## config.mk

```make
export PLATFORM = sky130hd
export DESIGN_NAME = t05_wb_sram_master_flat
export DESIGN_NICKNAME = d
export VERILOG_FILES = /design/src/rtl/t05_wb_sram_master_if.sv /design/src/rtl/t05_wb_sram_master.sv /design/src/flat_wrapper.sv
export SDC_FILE = /design/constraint.sdc
export NUM_CORES = 1
export LEC_CHECK = 0
export BUFFER_PORTS_ARGS = -buffer_cell sky130_fd_sc_hd__buf_2
export CAP_MARGIN = 5
export CORE_UTILIZATION = 51
export CTS_CLUSTER_DIAMETER = 200
export CTS_CLUSTER_SIZE = 28
export DETAILED_ROUTE_END_ITERATION = 10
export PLACE_DENSITY_LB_ADDON = 0.15
export SETUP_SLACK_MARGIN = 0.15
export SLEW_MARGIN = 20
export SYNTH_ARGS = -nofsm -noshare
export SYNTH_HDL_FRONTEND = slang
export SYNTH_SLANG_ARGS = --single-unit
```

## constraint.sdc

```tcl
create_clock -name clk -period 9.7 [get_ports clk]
set_input_delay 1.455 -clock clk [delete_from_list [all_inputs] [get_ports clk]]
set_output_delay 1.455 -clock clk [all_outputs]
set_load 0.005 [all_outputs]
```

## src/rtl/t05_wb_sram_master_if.sv

```systemverilog
// Classic Wishbone B4 single-cycle bus between the SRAM request master and the SRAM macro.
interface t05_wb_sram_master_if;
   logic        cyc_o;
   logic        stb_o;
   logic        we_o;
   logic [31:0] adr_o;
   logic [31:0] dat_o;
   logic [3:0]  sel_o;
   logic [31:0] dat_i;
   logic        ack_i;

   modport master (
      output cyc_o, stb_o, we_o, adr_o, dat_o, sel_o,
      input  dat_i, ack_i
   );

   modport slave (
      input  cyc_o, stb_o, we_o, adr_o, dat_o, sel_o,
      output dat_i, ack_i
   );
endinterface

```

## src/rtl/t05_wb_sram_master.sv

```systemverilog
// Turns level wr_en/r_en requests into single Wishbone cycles to the SRAM; out-of-window
// addresses are dropped locally and a hung slave is abandoned after TIMEOUT_CYCLES.
module t05_wb_sram_master #(
   parameter logic [31:0] SRAM_BASE      = 32'h3300_0000,
   parameter logic [31:0] SRAM_BYTES     = 32'h0000_4000,
   parameter int          TIMEOUT_CYCLES = 255,
   parameter int          TO_W           = 8
) (
   input  logic        clk,
   input  logic        rst,
   input  logic        wr_en,
   input  logic        r_en,
   input  logic [3:0]  select,
   input  logic [31:0] addr,
   input  logic [31:0] data_i,
   output logic [31:0] data_o,
   output logic        busy_o,
   output logic        err_o,
   output logic [15:0] txn_cnt_o,
   t05_wb_sram_master_if.master wb
);

   localparam logic [31:0]     SRAM_LAST = SRAM_BASE + SRAM_BYTES - 32'd1;
   localparam logic [TO_W-1:0] TO_LIM    = TO_W'(TIMEOUT_CYCLES);

   typedef enum logic [1:0] {IDLE, BUS, SKIP} state_t;

   state_t          state;
   logic [TO_W-1:0] to_cnt;
   logic            in_win;

   assign in_win = (addr >= SRAM_BASE) && (addr <= SRAM_LAST);

   // to_cnt holds the 1-based index of the current stb cycle, so the bus is
   // held for exactly TIMEOUT_CYCLES cycles when no ack arrives.
   always_ff @(posedge clk or posedge rst) begin
      if (rst) begin
         state     <= IDLE;
         to_cnt    <= '0;
         data_o    <= '0;
         busy_o    <= 1'b0;
         err_o     <= 1'b0;
         txn_cnt_o <= '0;
         wb.cyc_o  <= 1'b0;
         wb.stb_o  <= 1'b0;
         wb.we_o   <= 1'b0;
         wb.adr_o  <= '0;
         wb.dat_o  <= '0;
         wb.sel_o  <= '0;
      end else begin
         case (state)
            IDLE: begin
               if (wr_en || r_en) begin
                  wb.adr_o <= {addr[31:2], 2'b00};
                  wb.dat_o <= data_i;
                  wb.sel_o <= select;
                  wb.we_o  <= wr_en;
                  err_o    <= 1'b0;
                  busy_o   <= 1'b1;
                  if (in_win) begin
                     state    <= BUS;
                     wb.cyc_o <= 1'b1;
                     wb.stb_o <= 1'b1;
                     to_cnt   <= TO_W'(1);
                  end else begin
                     state <= SKIP;
                  end
               end
            end
            BUS: begin
               if (wb.ack_i) begin
                  state     <= IDLE;
                  wb.cyc_o  <= 1'b0;
                  wb.stb_o  <= 1'b0;
                  busy_o    <= 1'b0;
                  to_cnt    <= '0;
                  txn_cnt_o <= txn_cnt_o + 16'd1;
                  if (!wb.we_o) data_o <= wb.dat_i;
               end else if (to_cnt == TO_LIM) begin
                  state    <= IDLE;
                  wb.cyc_o <= 1'b0;
                  wb.stb_o <= 1'b0;
                  busy_o   <= 1'b0;
                  err_o    <= 1'b1;
                  to_cnt   <= '0;
               end else begin
                  to_cnt <= to_cnt + 1'b1;
               end
            end
            SKIP: begin
               state  <= IDLE;
               busy_o <= 1'b0;
            end
            default: begin
               state    <= IDLE;
               busy_o   <= 1'b0;
               wb.cyc_o <= 1'b0;
               wb.stb_o <= 1'b0;
            end
         endcase
      end
   end

endmodule
```

## src/flat_wrapper.sv

```systemverilog
// flat-port wrapper written by rule: the top's interface ports become plain ports
module t05_wb_sram_master_flat 
#(
   parameter logic [31:0] SRAM_BASE      = 32'h3300_0000,
   parameter logic [31:0] SRAM_BYTES     = 32'h0000_4000,
   parameter int          TIMEOUT_CYCLES = 255,
   parameter int          TO_W           = 8
)
  (clk, rst, wr_en, r_en, select, addr, data_i, data_o, busy_o, err_o, txn_cnt_o, wb_cyc_o, wb_stb_o, wb_we_o, wb_adr_o, wb_dat_o, wb_sel_o, wb_dat_i, wb_ack_i);
  t05_wb_sram_master_if wb_i ();
  input  logic clk;
  input  logic rst;
  input  logic wr_en;
  input  logic r_en;
  input  logic [3:0] select;
  input  logic [31:0] addr;
  input  logic [31:0] data_i;
  output logic [31:0] data_o;
  output logic busy_o;
  output logic err_o;
  output logic [15:0] txn_cnt_o;
  output wire logic [$bits(wb_i.cyc_o)-1:0] wb_cyc_o;
  output wire logic [$bits(wb_i.stb_o)-1:0] wb_stb_o;
  output wire logic [$bits(wb_i.we_o)-1:0] wb_we_o;
  output wire logic [$bits(wb_i.adr_o)-1:0] wb_adr_o;
  output wire logic [$bits(wb_i.dat_o)-1:0] wb_dat_o;
  output wire logic [$bits(wb_i.sel_o)-1:0] wb_sel_o;
  input wire logic [$bits(wb_i.dat_i)-1:0] wb_dat_i;
  input wire logic [$bits(wb_i.ack_i)-1:0] wb_ack_i;
  assign wb_cyc_o = wb_i.cyc_o;
  assign wb_stb_o = wb_i.stb_o;
  assign wb_we_o = wb_i.we_o;
  assign wb_adr_o = wb_i.adr_o;
  assign wb_dat_o = wb_i.dat_o;
  assign wb_sel_o = wb_i.sel_o;
  assign wb_i.dat_i = wb_dat_i;
  assign wb_i.ack_i = wb_ack_i;
  t05_wb_sram_master #(.SRAM_BASE(SRAM_BASE), .SRAM_BYTES(SRAM_BYTES), .TIMEOUT_CYCLES(TIMEOUT_CYCLES), .TO_W(TO_W)) u_core (.clk(clk), .rst(rst), .wr_en(wr_en), .r_en(r_en), .select(select), .addr(addr), .data_i(data_i), .data_o(data_o), .busy_o(busy_o), .err_o(err_o), .txn_cnt_o(txn_cnt_o), .wb(wb_i));
endmodule
```

* Word level (Yosys, flattened, before mapping) *
Index checks and enable logic that the tools add are counted.

operators by class
  bitwise logic cells = 2
  multipliers = 0
  equal/unequal tests = 8
  shift-type cells = 0
  reduce and logical (&&, ||, !) cells = 11
  order comparisons = 2
  divide/modulo/power cells = 0
  $add $sub $neg = 2
  multiplexer cells = 21

operator list
  operator                                                             number
  greater-or-equal comparator 32 x 30 -> 1 bit, second input constant  1
  <= comparator 32 x 30 -> 1 bit, second input constant                1
  2-to-1 mux 8 bit                                                     4
  adder 16 x 1 -> 16 bit, second input constant                        1
  case mux 8 bit (2 select lines)                                      1
  adder 8 x 1 -> 8 bit, second input constant                          1
  == test 8 bit, second input constant                                 1
  2-to-1 mux 1 bit                                                     8
  2-to-1 mux 2 bit                                                     4
  AND reduction 4 bit                                                  2
  inequality test 2 x 1 -> 1 bit, second input constant                3
  AND reduction 2 bit                                                  3
  AND reduction 3 bit                                                  2
  case mux 1 bit (2 select lines)                                      2
  case mux 2 bit (2 select lines)                                      1
  inequality test 3 x 2 -> 1 bit, second input constant                1
  case mux 1 bit (3 select lines)                                      1
  == test 2 x 1 -> 1 bit, second input constant                        1
  == test 2 bit, second input constant                                 1
  logical NOT 2 bit                                                    1
  inequality test 2 bit, second input constant                         1
  NOT 1 bit                                                            2
  nonzero test 2 bit                                                   1
  logical AND 1 bit                                                    1
  logical OR 1 bit                                                     1

word-level totals
  bits in latches = 0
  memory bits (writable) = 0
  memories = 0
  ROM bits = 0
  word-level logic and storage cells = 57
  register bits = 128
  input port bits = 105

* Longest topological paths before layout *
  depth after elaboration = 5
  depth in mapped cells = 7

* Least setup slack after synthesis *
Ideal clock, no wire load.

  path kind = input to register
  start = input wb_ack_i
  end = register u_core.txn_cnt_o[12]
  cell stages on the path = 4
  required time = 9.575 ns
  path buffers = 0
  setup slack = 7.175 ns
  arrival = 2.400 ns
  path through = nand4b_2 -> or4_4 -> nand2b_4 -> xnor2_2

between the ends
  longest elaborated chain between the ends = 1

ends and longest elaborated chain
  element                               line                      source
  from (decl)                           flat_wrapper.sv:29        input wire logic [$bits(wb_i.ack_i)-1:0] wb_ack_i;
  AND reduction 2 bit (no source line)  --
  to (signal assigned)                  t05_wb_sram_master.sv:77  txn_cnt_o <= txn_cnt_o + 16'd1;
  to (decl)                             t05_wb_sram_master.sv:19  output logic [15:0] txn_cnt_o,

No other way between the ends.
A chain may end at the register's enable or synchronous reset.

* Worst setup path in the final report *
  start = input addr[31]
  end = register u_core.to_cnt[7]

between the ends
  longest elaborated chain between the ends = 4

ends and longest elaborated chain
  element                                                                                         line                      source
  from (decl)                                                                                     flat_wrapper.sv:16        input logic [31:0] addr;
  greater-or-equal comparator 32 x 30 -> 1 bit or <= comparator 32 x 30 -> 1 bit (tied branches)  t05_wb_sram_master.sv:32  assign in_win = (addr >= SRAM_BASE) && (addr <= SRAM_LAST);
  logical AND 1 bit (*)                                                                           t05_wb_sram_master.sv:32
  inequality test 2 x 1 -> 1 bit (no source line) (*)                                             --
  AND reduction 3 bit (no source line) (*)                                                        --
  to (signal assigned)                                                                            t05_wb_sram_master.sv:87  to_cnt <= to_cnt + 1'b1;
  to (decl)                                                                                       t05_wb_sram_master.sv:29  logic [TO_W-1:0] to_cnt;

Every way passes the cells marked *; elsewhere a longest branch is shown, timed or not.

==> Flow_metrics.wiki <==
{| class="wikitable"
! Metric !! Value
|-
| First-pass DRT Iterations || 4
|-
| Wire length of the first global-routing pass || 18.8 mm
|-
| Leakage dissipation || 4.01 nW
|-
| IO Pins || between 200 and 250
|-
| Final max-slew violation count || 0
|-
| Clock tree sinks || approximately 130
|-
| Power density over the cells || 202 nW/µm²
|-
| Average footprint of a synthesized cell || 10.5 µm²
|-
| Total die area || 10600 µm²
|-
| Die X-Extent || roughly 100 µm
|-
| Share of the synthesized area in the top cell type || 61.7%
|-
| Routed wire length per instance || 14.4 µm
|-
| Antenna viol nets, final || 0
|-
| CTS HTree Levels || 4
|-
| Number of enable flip-flop cells after synthesis || 0
|-
| Critical path class || input pin to flip-flop
|-
| Dpl hpwl || around 8.7 mm
|-
| Number of cells upsized or downsized after cts || 0
|-
| Via density per instance || between 4 and 5
|-
| Worst reg-to-reg setup slack || 7.80 ns
|-
| Unrepaired setup endpoints after global routing || false
|-
| TritonCTS clock tree || yes
|-
| Routed wire length || 12.4 mm
|-
| Dominant cells by area after synthesis || sky130_fd_sc_hd__dfrtp_1 (62%), sky130_fd_sc_hd__nand2_1 (15%), sky130_fd_sc_hd__mux2_2 (6.7%)
|-
| Total count of hold-check failures in the final report || 0
|-
| Port Buf Inserts || 221
|-
| Setup Skew || 0.00913 ns
|-
| Setup violations, final || 0
|-
| Final critical-path required period || 2.64 ns
|-
| Beginning of the worst register-to-register path || u_core.state[0]$_DFFE_PP0P_
|-
| CP Data Arrival Time || 2.99 ns
|-
| Largest voltage drop on the vdd net || about 110 µV
|-
| Outcome || complete, no violations
|-
| Die Height || 103 µm
|-
| Fraction of the mapped netlist area in compound gates || 3.57%
|-
| Gate count after technology mapping || 493
|-
| Share of cell area taken by muxes after synthesis || 7.16%
|-
| Highest fanout seen on the critical path || 8
|-
| Post-CTS setup-driven buffer insertion count || 0
|-
| Placeable core region || 9820 µm²
|-
| Max-capacitance violation count || 0
|-
| Post-synthesis adder-cell area fraction || 0.482%
|-
| Clock Root Buffer || sky130_fd_sc_hd__clkbuf_8
|-
| Combined area of all synthesized cells || 5190 µm²
|-
| Share of the core filled with cells in the final layout || 71.4%
|-
| Last weighted congestion value of the routability-driven placer || 0.758
|-
| Worst EP required || 10.05 ns
|-
| Number of antenna violations at the first check in global routing || 0
|-
| Final worst path period share || 27.2%
|-
| FP Rows || 36
|-
| Count leader, synth || sky130_fd_sc_hd__nand2_1
|-
| Xor/xnor cell area share of the yosys netlist || between 2 and 3%
|-
| Overflow left after global routing || 0
|-
| Min-Delay Path Depth || 1
|-
| Share of post-route cells with drive strength above 1 || 41.8%
|-
| Dominant combinational cell family by area after synthesis || simple AND/OR/NAND/NOR gates
|-
| Slew HR || roughly a third
|-
| Share of synthesized area occupied by flip-flops and latches || 61.7%
|-
| Most instantiated cells after synthesis || sky130_fd_sc_hd__nand2_1 (206), sky130_fd_sc_hd__dfrtp_1 (128), sky130_fd_sc_hd__mux2_2 (31), sky130_fd_sc_hd__inv_1 (13), sky130_fd_sc_hd__nor2_1 (12)
|-
| Via total after detailed routing || 4210
|-
| Clk buf depth || 2
|-
| R2R Path End || u_core.wb.dat_o[9]$_DFFE_PP0P_
|-
| Clock latency reported for the late side of the worst-skew pair || ~0.51 ns
|-
| Share of synthesized flip-flops with an asynchronous set or reset || 100%
|-
| Number of buffers created by CTS || 17
|-
| DRC marker count from the first detailed-route iteration || 160
|-
| Post-synth top area cell || sky130_fd_sc_hd__dfrtp_1
|-
| Clock-pin slew reported for the worst setup and hold paths after clock tree synthesis || 0.06 ns
|-
| Overall routing resource usage || a little under a quarter
|-
| Depth of the worst register-to-register path || 5
|-
| Number of antenna repair diodes || 0
|-
| Number of buffers inserted by hold repair at cts || 0
|-
| Origin of the worst min-delay path || u_core.txn_cnt_o[15]$_DFFE_PP0P_
|-
| DRC viols || 0
|-
| Vias in the first global route || 4017
|-
| Startpoint types || input pin
|-
| Setup_tns || 0 ns
|-
| Cell variety after synth || 50
|-
| Basic-gate share of the synthesized area counting and, or, nand and nor cells || approximately a fifth
|-
| Post-placement worst setup slack || 6.51 ns
|-
| Area Growth Syn to Fin || 35.0%
|-
| Crit path capture type || flip-flop
|-
| Path category of the worst min-delay check || flip-flop to flip-flop
|-
| Ys flop type || sky130_fd_sc_hd__dfrtp_1
|-
| Ys Warns || 0
|-
| Endpoint, Worst Hold || u_core.txn_cnt_o[15]$_DFFE_PP0P_
|-
| Nets || about 800
|-
| Transition time at the pin with the least slew margin || 0.981 ns
|-
| Upper clock frequency limit || 0.379 GHz
|-
| Largest net degree at the start of global routing || 80
|-
| Initial Util || a little over half
|-
| Worst Slack Setup Final || around 7 ns
|-
| Flip-flop and latch count after synthesis || about 130
|}
-- cells by family (layout without fill, tap and decap cells) --
logic type,after synthesis,count (layout)
buf+inv,34,269
xor+xnor,16,16
compound gates,26,26
fa+ha+maj,2,2
simple gates,253,253
other cells,1,2
mux,33,33
flops,128,128
-- registers in the layout, summed over array words and instances (netlist names), 2 cells and up --
name              count
u_core.wb.dat_o      32
u_core.data_o        32
u_core.to_cnt         8
u_core.wb.sel_o       4
u_core.wb.adr_o      30
u_core.txn_cnt_o     16
u_core.state          2
-- worst max-delay path by stage --
| stage | from | endpoint | cells past startpoint |
|---|---|---|---|
| 2_1_floorplan | rst | u_core.busy_o$_DFFE_PP0P_ | 1 |
| 4_1_cts | addr[31] | u_core.to_cnt[7]$_DFFE_PP0P_ | 5 |
| 3_5_place_dp | addr[31] | u_core.to_cnt[7]$_DFFE_PP0P_ | 5 |
| 5_1_grt | addr[31] | u_core.to_cnt[3]$_DFFE_PP0P_ | 5 |
| 3_3_place_gp | addr[31] | u_core.to_cnt[3]$_DFFE_PP0P_ | 5 |
| 6_report | addr[31] | u_core.to_cnt[7]$_DFFE_PP0P_ | 5 |
-- power by group --
group | switching [mW] | internal [mW] | total, mW
combinational | 0.0956 | 0.0722 | 0.168
clock | 0.231 | 0.405 | 0.636
sequential | 0.0274 | 0.584 | 0.612
-- layout make-up --
type | instances | area, µm²
Fill cell | 768 | 2810
Timing Repair Buffer | 225 | 1140
Inverter | 13 | 51.3
Tap cell | 133 | 166
Clock buffer | 19 | 442
Clock inverter | 12 | 159
Multi-Input combinational cell | 332 | 1850
Sequential cell | 128 | 3200
-- routing by layer --
layer | wire [µm] | share of wire (%) | track usage (%)
met1 | 5170 | 42 | 29.2
met2 | 6120 | 49 | 38.4
met4 | 163 | 1.3 | 9.64
met3 | 955 | 7.7 | 8.81
met5 | 0 | 0 | 0
-- layout by cell type, fill, tap and decap left out, drive strengths merged, types with 2 or more instances in the layout --
cell type,synthesis,layout
xor2,5,5
nand4,3,3
or4,3,3
clkinv,0,2
clkinvlp,0,5
o31ai,3,3
xnor2,11,11
inv,13,15
nor4,2,2
o211ai,2,2
nor4b,2,2
o21a,2,2
bufinv,0,3
conb,1,2
nand2,206,206
nand3,10,10
dfrtp,128,128
o21ai,9,9
and3,2,2
mux2,33,33
nor2,14,14
nand3b,2,2
or3,2,2
clkbuf,8,19
buf,13,225
ha,2,2
o221ai,2,2
-- per-stage QoR --
step                      hold WS (ns)  total power [mW]  std cells  cell area (µm²)
after global routing             0.492              1.48        862             7010
after floorplan                  0.468             0.694        494             5200
after detailed placement         0.457             0.789        831             6410
after CTS                        0.470              1.43        862             7010
after global placement           0.452             0.781        831             6410
final                            0.470              1.42        862             7010
-- critical path, stage by stage --
cell and delay (ns):
sky130_fd_sc_hd__buf_2 0.10, sky130_fd_sc_hd__nor4b_1 0.61, sky130_fd_sc_hd__o2111ai_1 0.27, sky130_fd_sc_hd__o2bb2ai_2 0.37, sky130_fd_sc_hd__o221ai_1 0.17
No activity file was read; power rests on OpenSTA's default activity.
